--- src/rtl/bayer_pkg.sv ---
// -----------------------------------------------------------------------------
// bayer_pkg
// Shared types for the Bayer demosaic front end.
//   PIXEL_W      : width of one sensor pixel after white balance
//   pixel_t      : one white-balanced pixel
//   scan_state_t : raster-scan sequencer states
// -----------------------------------------------------------------------------
package bayer_pkg;

    localparam int PIXEL_W = 8;

    typedef logic [PIXEL_W-1:0] pixel_t;

    typedef enum logic [1:0] {
        IDLE  = 2'd0,
        RUN   = 2'd1,
        FLUSH = 2'd2,
        DONE  = 2'd3
    } scan_state_t;

endpackage

--- src/rtl/rggb.sv ---
// -----------------------------------------------------------------------------
// rggb
// Reorders one 2x2 CFA window into a fixed {R,G1,G2,B} word, given the
// row/col parity of the window's top-left pixel.
// Ports:
//   row, col   in  1         parity selects (row = y parity, col = x parity)
//   tl,tr,bl,br in PIXEL_W   window pixels: top-left, top-right, bottom-left,
//                            bottom-right
//   word       out 4*PIXEL_W {R,G1,G2,B}, R in the top byte
// -----------------------------------------------------------------------------
module rggb
    import bayer_pkg::*;
(
    input  logic                 row,
    input  logic                 col,
    input  pixel_t               tl,
    input  pixel_t               tr,
    input  pixel_t               bl,
    input  pixel_t               br,
    output logic [4*PIXEL_W-1:0] word
);

    // R sits at (row,col) inside the window and B diagonally opposite it.
    // G1 is always taken from the top row and G2 from the bottom row, so the
    // greens keep the vertical order the colour-conversion stage expects.
    always_comb begin
        word = {tl, tr, bl, br};
        unique case ({row, col})
            2'b00: word = {tl, tr, bl, br};
            2'b01: word = {tr, tl, br, bl};
            2'b10: word = {bl, tl, br, tr};
            2'b11: word = {br, tr, bl, tl};
            default: word = {tl, tr, bl, br};
        endcase
    end

endmodule

--- src/rtl/bayer_scan_ctrl.sv ---
// -----------------------------------------------------------------------------
// bayer_scan_ctrl
// Raster-scan sequencer for the Bayer demosaic mux. Walks a 2x2 window over a
// WIDTH x HEIGHT frame, accepts white-balanced windows over valid/ready and
// registers the reordered {R,G1,G2,B} word into a one-entry output stage.
// Ports:
//   clk, rst        clock (rising edge) and asynchronous active-high reset
//   start           pulse, begins a frame when idle
//   abort           drops the current frame and clears the output stage
//   in_valid/in_ready  window handshake from the white-balance stage
//   wb_1..wb_4      window pixels (TL, TR, BL, BR)
//   out_valid/out_ready output handshake towards colour conversion
//   out_rggb        {R,G1,G2,B}, R in [31:24]
//   out_x, out_y    window coordinates of the registered word
//   busy            sequencer is not idle
//   frame_done      one-cycle pulse after the last window has been consumed
// -----------------------------------------------------------------------------
module bayer_scan_ctrl
    import bayer_pkg::*;
#(
    parameter int WIDTH     = 640,
    parameter int HEIGHT    = 480,
    parameter int PHASE_ROW = 0,
    parameter int PHASE_COL = 0,
    parameter int XW        = $clog2(WIDTH),
    parameter int YW        = $clog2(HEIGHT)
) (
    input  logic                 clk,
    input  logic                 rst,
    input  logic                 start,
    input  logic                 abort,
    input  logic                 in_valid,
    output logic                 in_ready,
    input  pixel_t               wb_1,
    input  pixel_t               wb_2,
    input  pixel_t               wb_3,
    input  pixel_t               wb_4,
    output logic                 out_valid,
    input  logic                 out_ready,
    output logic [4*PIXEL_W-1:0] out_rggb,
    output logic [XW-1:0]        out_x,
    output logic [YW-1:0]        out_y,
    output logic                 busy,
    output logic                 frame_done
);

    localparam logic [XW-1:0] X_LAST = XW'(WIDTH - 2);
    localparam logic [YW-1:0] Y_LAST = YW'(HEIGHT - 2);

    scan_state_t          state;
    scan_state_t          next_state;
    logic [XW-1:0]        x;
    logic [YW-1:0]        y;
    logic                 accept;
    logic                 out_free;
    logic                 last_window;
    logic                 row_sel;
    logic                 col_sel;
    logic [4*PIXEL_W-1:0] mux_word;

    // The mux phase follows the live counters so the word registered on an
    // accept matches the window being accepted in that same cycle.
    assign row_sel     = y[0] ^ PHASE_ROW[0];
    assign col_sel     = x[0] ^ PHASE_COL[0];
    assign last_window = (x == X_LAST) && (y == Y_LAST);
    assign busy        = (state != IDLE);

    rggb u_rggb (
        .row  (row_sel),
        .col  (col_sel),
        .tl   (wb_1),
        .tr   (wb_2),
        .bl   (wb_3),
        .br   (wb_4),
        .word (mux_word)
    );

    // Next-state and handshake decode. The output slot is free when it is
    // empty or being drained this cycle, which gives one window per clock
    // when downstream never stalls. in_ready is dropped while abort is high
    // so upstream never sees a handshake the controller then discards.
    always_comb begin
        next_state = state;
        in_ready   = 1'b0;
        accept     = 1'b0;
        out_free   = !out_valid || out_ready;
        unique case (state)
            IDLE: begin
                if (start) next_state = RUN;
            end
            RUN: begin
                in_ready = out_free;
                accept   = in_valid && out_free;
                if (accept && last_window) next_state = FLUSH;
            end
            FLUSH: begin
                if (out_free) next_state = DONE;
            end
            DONE: begin
                next_state = IDLE;
            end
            default: next_state = IDLE;
        endcase
        if (abort) begin
            next_state = IDLE;
            in_ready   = 1'b0;
            accept     = 1'b0;
        end
    end

    // State, window counters and the one-entry output stage. The counters
    // stay on the last window after it is accepted; the next start clears
    // them. frame_done is registered on the FLUSH->DONE step so it is high
    // exactly while the sequencer sits in DONE.
    always_ff @(posedge clk or posedge rst) begin
        if (rst) begin
            state      <= IDLE;
            x          <= '0;
            y          <= '0;
            out_valid  <= 1'b0;
            out_rggb   <= '0;
            out_x      <= '0;
            out_y      <= '0;
            frame_done <= 1'b0;
        end else begin
            state      <= next_state;
            frame_done <= (state == FLUSH) && (next_state == DONE);
            if (abort) begin
                x         <= '0;
                y         <= '0;
                out_valid <= 1'b0;
                out_rggb  <= '0;
                out_x     <= '0;
                out_y     <= '0;
            end else begin
                if (state == IDLE && start) begin
                    x <= '0;
                    y <= '0;
                end
                if (accept) begin
                    out_rggb  <= mux_word;
                    out_x     <= x;
                    out_y     <= y;
                    out_valid <= 1'b1;
                    if (!last_window) begin
                        if (x == X_LAST) begin
                            x <= '0;
                            y <= y + YW'(1);
                        end else begin
                            x <= x + XW'(1);
                        end
                    end
                end else if (out_valid && out_ready) begin
                    out_valid <= 1'b0;
                end
            end
        end
    end

endmodule

--- config.mk ---
export PLATFORM = sky130hd
export DESIGN_NAME = bayer_scan_ctrl
export DESIGN_NICKNAME = d
export VERILOG_FILES = /design/src/rtl/bayer_pkg.sv /design/src/rtl/rggb.sv /design/src/rtl/bayer_scan_ctrl.sv
export SDC_FILE = /design/constraint.sdc
export NUM_CORES = 1
export LEC_CHECK = 0
export ABC_AREA = 1
export BUFFER_PORTS_ARGS = -buffer_cell sky130_fd_sc_hd__buf_4
export CAP_MARGIN = 20
export CORE_MARGIN = 4
export CORE_UTILIZATION = 59
export DETAILED_ROUTE_END_ITERATION = 12
export PLACE_DENSITY_LB_ADDON = 0.15
export SLEW_MARGIN = 40
export SYNTH_ARGS = -nofsm -noshare
export SYNTH_HDL_FRONTEND = slang
export SYNTH_SLANG_ARGS = --single-unit
--- constraint.sdc ---
create_clock -name clk -period 4.1 [get_ports clk]
set_input_delay 0.615 -clock clk [delete_from_list [all_inputs] [get_ports clk]]
set_output_delay 0.615 -clock clk [all_outputs]
set_load 0.1 [all_outputs]
# Word-level counts from Yosys, hierarchy flattened
# Cells that the tools add are included.
totals:
  reg_bits: 74
  inputBits: 38
  out_inout_bits: 55
  elab_cells: 61
op_classes:
  n_addsub: 2
  n_eq_ne: 9
  muxes: 29
  n_reduce_logical: 13
ops:
  columns: ["op", "count"]
  rows:
  - ["one-hot mux 32 bit (4 select lines)", 1]
  - ["two-way mux 10 bit", 7]
  - ["two-way mux 32 bit", 2]
  - ["two-way mux 9 bit", 7]
  - ["adder 10 x 1 -> 10 bit, second input constant", 1]
  - ["== test 10 bit, second input constant", 1]
  - ["== test 2 bit, second input constant", 5]
  - ["adder 9 x 1 -> 9 bit, second input constant", 1]
  - ["== test 9 bit, second input constant", 1]
  - ["two-way mux 2 bit", 4]
  - ["one-hot mux 2 bit (4 select lines)", 1]
  - ["two-way mux 1 bit", 7]
  - ["logical AND 1 bit", 6]
  - ["== test 2 x 1 -> 1 bit, second input constant", 2]
  - ["logical NOT 2 bit", 2]
  - ["nonzero test 2 bit", 2]
  - ["nonzero test 3 bit", 1]
  - ["logical NOT 1 bit", 1]
  - ["logical OR 1 bit", 1]

# Depth between registers and ports, before layout
logic_depth:
  depth_word: 9
  ltp_mapped: 13
  ltp_nobuf: 11

# Hierarchy
# Synthesis repeated with hierarchy kept, for this count alone.
unflattened:
  cells_unflattened: 554
  area_unflattened_um2: 4280.4
modules_own_cells:
  columns: ["module", "instances", "cells_per_inst", "area_per_inst_um2"]
  rows:
  - ["bayer_scan_ctrl", 1, 406, 3524.6]
  - ["rggb", 1, 148, 755.7]

# Least setup slack after synthesis
# No wires, ideal clock.
synth_timing:
  path_type: "reg2out"
  from: "register out_valid"
  to: "output port in_ready"
  arrival_ps: 2204
  required_time_ps: 3485
  slack_ps: 1281
  stages_incl_launch_ff: 4
  path_cell_list: "dfrtp_1 -> inv_1 -> nor2_1 -> nor2_1"
synth_between:
  elab_chain_len: 4
synth_rtl:
  columns: ["element", "line_no", "text"]
  rows:
  - ["start, declared", "bayer_scan_ctrl.sv:38", "output logic out_valid,"]
  - ["start signal, assigned", "bayer_scan_ctrl.sv:120", "out_valid <= 1'b0;"]
  - ["start signal, assigned", "bayer_scan_ctrl.sv:131", "out_valid <= 1'b0;"]
  - ["start signal, assigned", "bayer_scan_ctrl.sv:144", "out_valid <= 1'b1;"]
  - ["logical NOT 1 bit", "bayer_scan_ctrl.sv:86", "out_free = !out_valid || out_ready;"]
  - ["logical OR 1 bit", "bayer_scan_ctrl.sv:86", null]
  - ["two-way mux 1 bit", "bayer_scan_ctrl.sv:87", "unique case (state)"]
  - ["two-way mux 1 bit", "bayer_scan_ctrl.sv:104", "if (abort) begin"]
  - ["end, declared", "bayer_scan_ctrl.sv:33", "output logic in_ready,"]
# No other way between the ends.

# Worst setup path in the final report
layout_timing:
  from: "register y[0]"
  to: "register out_rggb[11]"
layout_between:
  elab_chain_len: 4
  elab_cells_between_ends: 7
  cone_classes: "eq/ne (3); mux (3); reduce/logical (1)"
layout_rtl:
  columns: ["element", "line_no", "text"]
  rows:
  - ["start, declared", "bayer_scan_ctrl.sv:53", "logic [YW-1:0] y;"]
  - ["start signal, assigned", "bayer_scan_ctrl.sv:148", "y <= y + YW'(1);"]
  - ["== test 2 bit (tied with other cells)", "rggb.sv:28", "unique case ({row, col})"]
  - ["one-hot mux 32 bit (4 select lines) *", "rggb.sv:28", null]
  - ["two-way mux 32 bit *", "bayer_scan_ctrl.sv:140", "if (accept) begin"]
  - ["two-way mux 32 bit *", "bayer_scan_ctrl.sv:128", "if (abort) begin"]
  - ["end signal, assigned", "bayer_scan_ctrl.sv:141", "out_rggb <= mux_word;"]
  - ["end, declared", "bayer_scan_ctrl.sv:40", "output logic [4*PIXEL_W-1:0] out_rggb,"]
# Mark *: on every way between the ends. The rest lies on a longest branch, timed or not. The select of a mux whose other input is x is not followed.
# A chain may end at the register's enable or synchronous reset.

==> flow_results.org <==
** Power
- Combinational fraction of design power :: 0.179
- Clock power frac :: 0.390
- Power spent charging and discharging nets :: 544 uW
- P per Cell Area :: 352 nW/um^2
- Max IR drop VDD :: 0.243 mV
- Seq pwr share :: 0.431
- Static leakage :: 2.56 nW
- Of the total power, the share spent switching nets is 0.308.
- Internal power comes to 1.22 mW.
- Summing internal, switching and leakage power gives 1.77 mW.

** Run
- The tool flagged a number of max-cap violations equal to 0.

** Layout
- The net count of the finished layout is 648.
- In the final layout, the share of cells above drive strength 1 is 0.227.
- Final Instance Area :: 5010 um^2
- Number of fillers in the final layout :: 528
- Layout Cells excl Fill :: 707
- Number of antenna diodes :: 0
- Final standard cell utilization of the core :: 0.738
- Compared with the post-synthesis result, the final layout area differs by 21.5%.

** Setup path
- Measured in cells, the most critical reg-to-reg path has a length of 5.
- Capture instance of the worst register-to-register path :: out_rggb[11]
- Across all register-to-register paths, the minimum setup slack is 1.82 ns.
- The critical path is of the reg2reg type.
- Critical-path maximum fanout :: 33
- Data on the critical path is required at its endpoint by 4.37 ns.
- STA classifies the critical path startpoint as a register.
- The worst register-to-register path begins at y[0].
- The worst setup path is captured at a register.
- Arrival time at the worst endpoint :: 2.55 ns

** Placed design
- Placed Instances :: 691
- In this run the cell area measured after placement is 4780 um^2.
- Port-buffer cells :: 92
- Detailed placement ended at an HPWL of 7.46 mm.
- Routability-driven placement finished with a final weighted congestion of 0.921.
- Place WS :: 1.92 ns

** Timing
- Maximum clock frequency :: 0.439 GHz
- The clock period could shrink to 2.28 ns.
- For the pin with the worst max-slew slack, the measured transition is 0.670 ns.
- The clock arrives with 0.00790 ns of skew.
- Final-report hold violation count :: 0
- Worst setup margin :: 1.82 ns
- After routing, the total negative slack on setup checks comes to 0 ns.
- Slew margin rel. :: 0.553
- Setup violators final :: 0
- On the final layout, the worst hold slack is 0.313 ns.
- The final max-slew violation count came to 0.
- Setup repair after global routing left no endpoint under its margin.
- Of the available clock period, the critical path in the final layout requires 0.556.

** Synth
- dfrtp_1 takes more of the synthesized area than any other cell.
- By area the synthesized netlist is led by dfrtp_1, nand2_1, nand3_1, o21ai_0, inv_1.
- Synth Cell Area :: 4130 um^2
- Share of synthesized registers carrying an async set or reset :: 1.00
- Synthesis instantiated 32 different standard cells from the library.
- Top_reg_cell synth :: dfrtp_1
- Yosys warning count :: 0
- For this run, the register share of the synthesized area comes to 0.449.
- The number of nets in the synthesized netlist is 571.
- Mean instance size in the synthesized netlist :: 7.80 um^2
- The share of synthesized area in the top cell type comes to 0.449.
- Count of flip-flops with a built-in enable after synthesis :: 0
- Number of instances in the synthesized netlist :: 529
- Synthesis-stage register bit count :: 74

** Clocking
- In this run, CTS created clock tree buffers numbering 9.
- Post-cts gate resize count :: 0
- TritonCTS built the clock tree.
- In this run the number of H-tree levels came out at 3.
- Clock latency of the later-clocked register in the worst-skew pair :: 0.36 ns
- After clock tree synthesis, the clock-pin slew on the worst setup and hold paths is 0.08 ns.
- The tree built by TritonCTS fans out to 74 sinks.
- Root buffer cell :: clkbuf_8
- CTS Buffer Depth :: 2
- Cts hold-fix bufs :: 0
- Post-CTS setup repair buffer count :: 0

** Global route
- First-pass GRT wire length :: 18.2 mm
- Total gr overflow :: 0
- For met1 alone, demand over resource in global routing was 0.350.
- Global routing usage on met3 :: 0.0484
- Entering global routing, the biggest net connects 59 pins.
- met2 is the most crowded layer.
- Number of antenna violations at the first check in global routing :: 0
- For met2 alone, demand over resource in global routing was 0.436.
- The via count of the first global-routing pass was 3934.
- Overall global routing resource usage :: 0.269

** Routing
- Via/cell ratio :: 5.76
- Antenna-violating nets left :: 0
- Average wire per cell in the routed design :: 15.7 um
- After detailed routing, the total wire length is 11.1 mm.
- Iter 0 DRT Violations :: 300
- First-pass DRT Iterations :: 5
- The routed layout has 4070 vias.
- After detailed routing, the number of remaining DRC violations is 0.

** Floorplan
- Overall die area :: 8400 um^2
- Core area :: 6790 um^2
- Starting density of the core :: 0.608
- Io pins :: 93
- Total number of placement rows :: 30
- Die height :: 91.6 um
- In this run the horizontal extent of the chip is 91.6 um.

** Worst hold path
- Worst min-delay path category :: in2async

** Outcome
- The flow ran to the end, and the final reports show no timing, DRC or antenna violations.
power by group through the flow:
stage          Sequential, mW  Combinational (mW)  Clock, mW
2_1_floorplan           0.895               0.107          0
3_3_place_gp            0.775               0.309          0
3_5_place_dp            0.775               0.315          0
4_1_cts                 0.761               0.315      0.688
5_1_grt                 0.764               0.334      0.720
6_report                0.761               0.315      0.689
worst max-delay path: stages, from the launching register on:
cell and delay (ns):
dfrtp_1 0.45, inv_1 0.42, nand2_2 0.48, nand2_2 0.47
nor2_1 0.11, o31ai_2 0.24
synthesized netlist by cell type, types with 2 or more instances:
master	n
nor2_2	4
xor2_1	4
buf_4	4
a22o_1	2
o211ai_1	16
o31ai_1	3
nand4_1	8
inv_1	34
clkbuf_1	4
o31ai_2	6
nand2_4	5
ha_1	4
buf_2	14
nand3_1	46
nor2_1	27
inv_2	5
o21ai_0	46
o21ai_1	6
nor2_4	3
o2111ai_1	3
buf_6	5
nand2_1	170
a21oi_1	25
dfrtp_1	74
nand2_2	4
cell families (layout without fill, tap and decap cells):
group           Yosys count  after routing  share of synthesized area
buf+inv                  67            149                     0.0785
simple gates            269            269                      0.288
xor+xnor                  5              5                     0.0106
compound gates          110            110                      0.162
fa+ha+maj                 4              4                     0.0121
flops                    74             74                      0.449
state kept, by name (all words and copies together) (netlist names):
name,flops
out_valid,1
out_y,9
y,9
state,2
out_x,10
frame_done,1
x,10
out_rggb,32
worst max path at each step:
| stage | cells past startpoint | from | slack (ns) | endpoint |
|---|---|---|---|---|
| after floorplan | 3 | out_valid | 1.28 | in_ready |
| after global placement | 8 | out_ready | 1.76 | out_y[0] |
| after detailed placement | 10 | abort | 1.92 | x[0] |
| after CTS | 5 | y[0] | 1.90 | out_rggb[11] |
| after global routing | 5 | y[0] | 1.66 | out_rggb[21] |
| final | 5 | y[0] | 1.82 | out_rggb[11] |
placed cells by master, fill, tap and decap left out, types with 4 or more instances in the layout:
cell type  count
nand2_1      170
inv_1         33
nor2_1        27
nor2_2         4
o21ai_1        6
clkbuf_8       9
nand2_2        4
dfrtp_1       74
a21oi_1       25
inv_2          4
ha_1           4
nand2_4        5
nand3_1       46
o31ai_2        6
o21ai_0       46
buf_4         93
o211ai_1      16
nand4_1        8
xor2_1         4
layer usage:
| metal | wire (um) | part of all wire | up-vias |
|---|---|---|---|
| li1 | - | - | 1903 |
| met1 | 4520 | 0.41 | 1932 |
| met2 | 5420 | 0.49 | 205 |
| met3 | 874 | 0.079 | 30 |
| met4 | 260 | 0.023 | 0 |
| met5 | 0 | 0 | - |
layout make-up:
type / instances / area [um^2] / area share
Inverter: 40 / 158 / 0.0314
Sequential cell: 74 / 1850 / 0.369
Timing Repair Buffer: 93 / 698 / 0.139
Clock buffer: 11 / 131 / 0.0262
Tap cell: 96 / 120 / 0.0240
Clock inverter: 5 / 103 / 0.0205
Multi-Input combinational cell: 388 / 1950 / 0.389
Note: power is estimated with default switching activity, not from simulation.
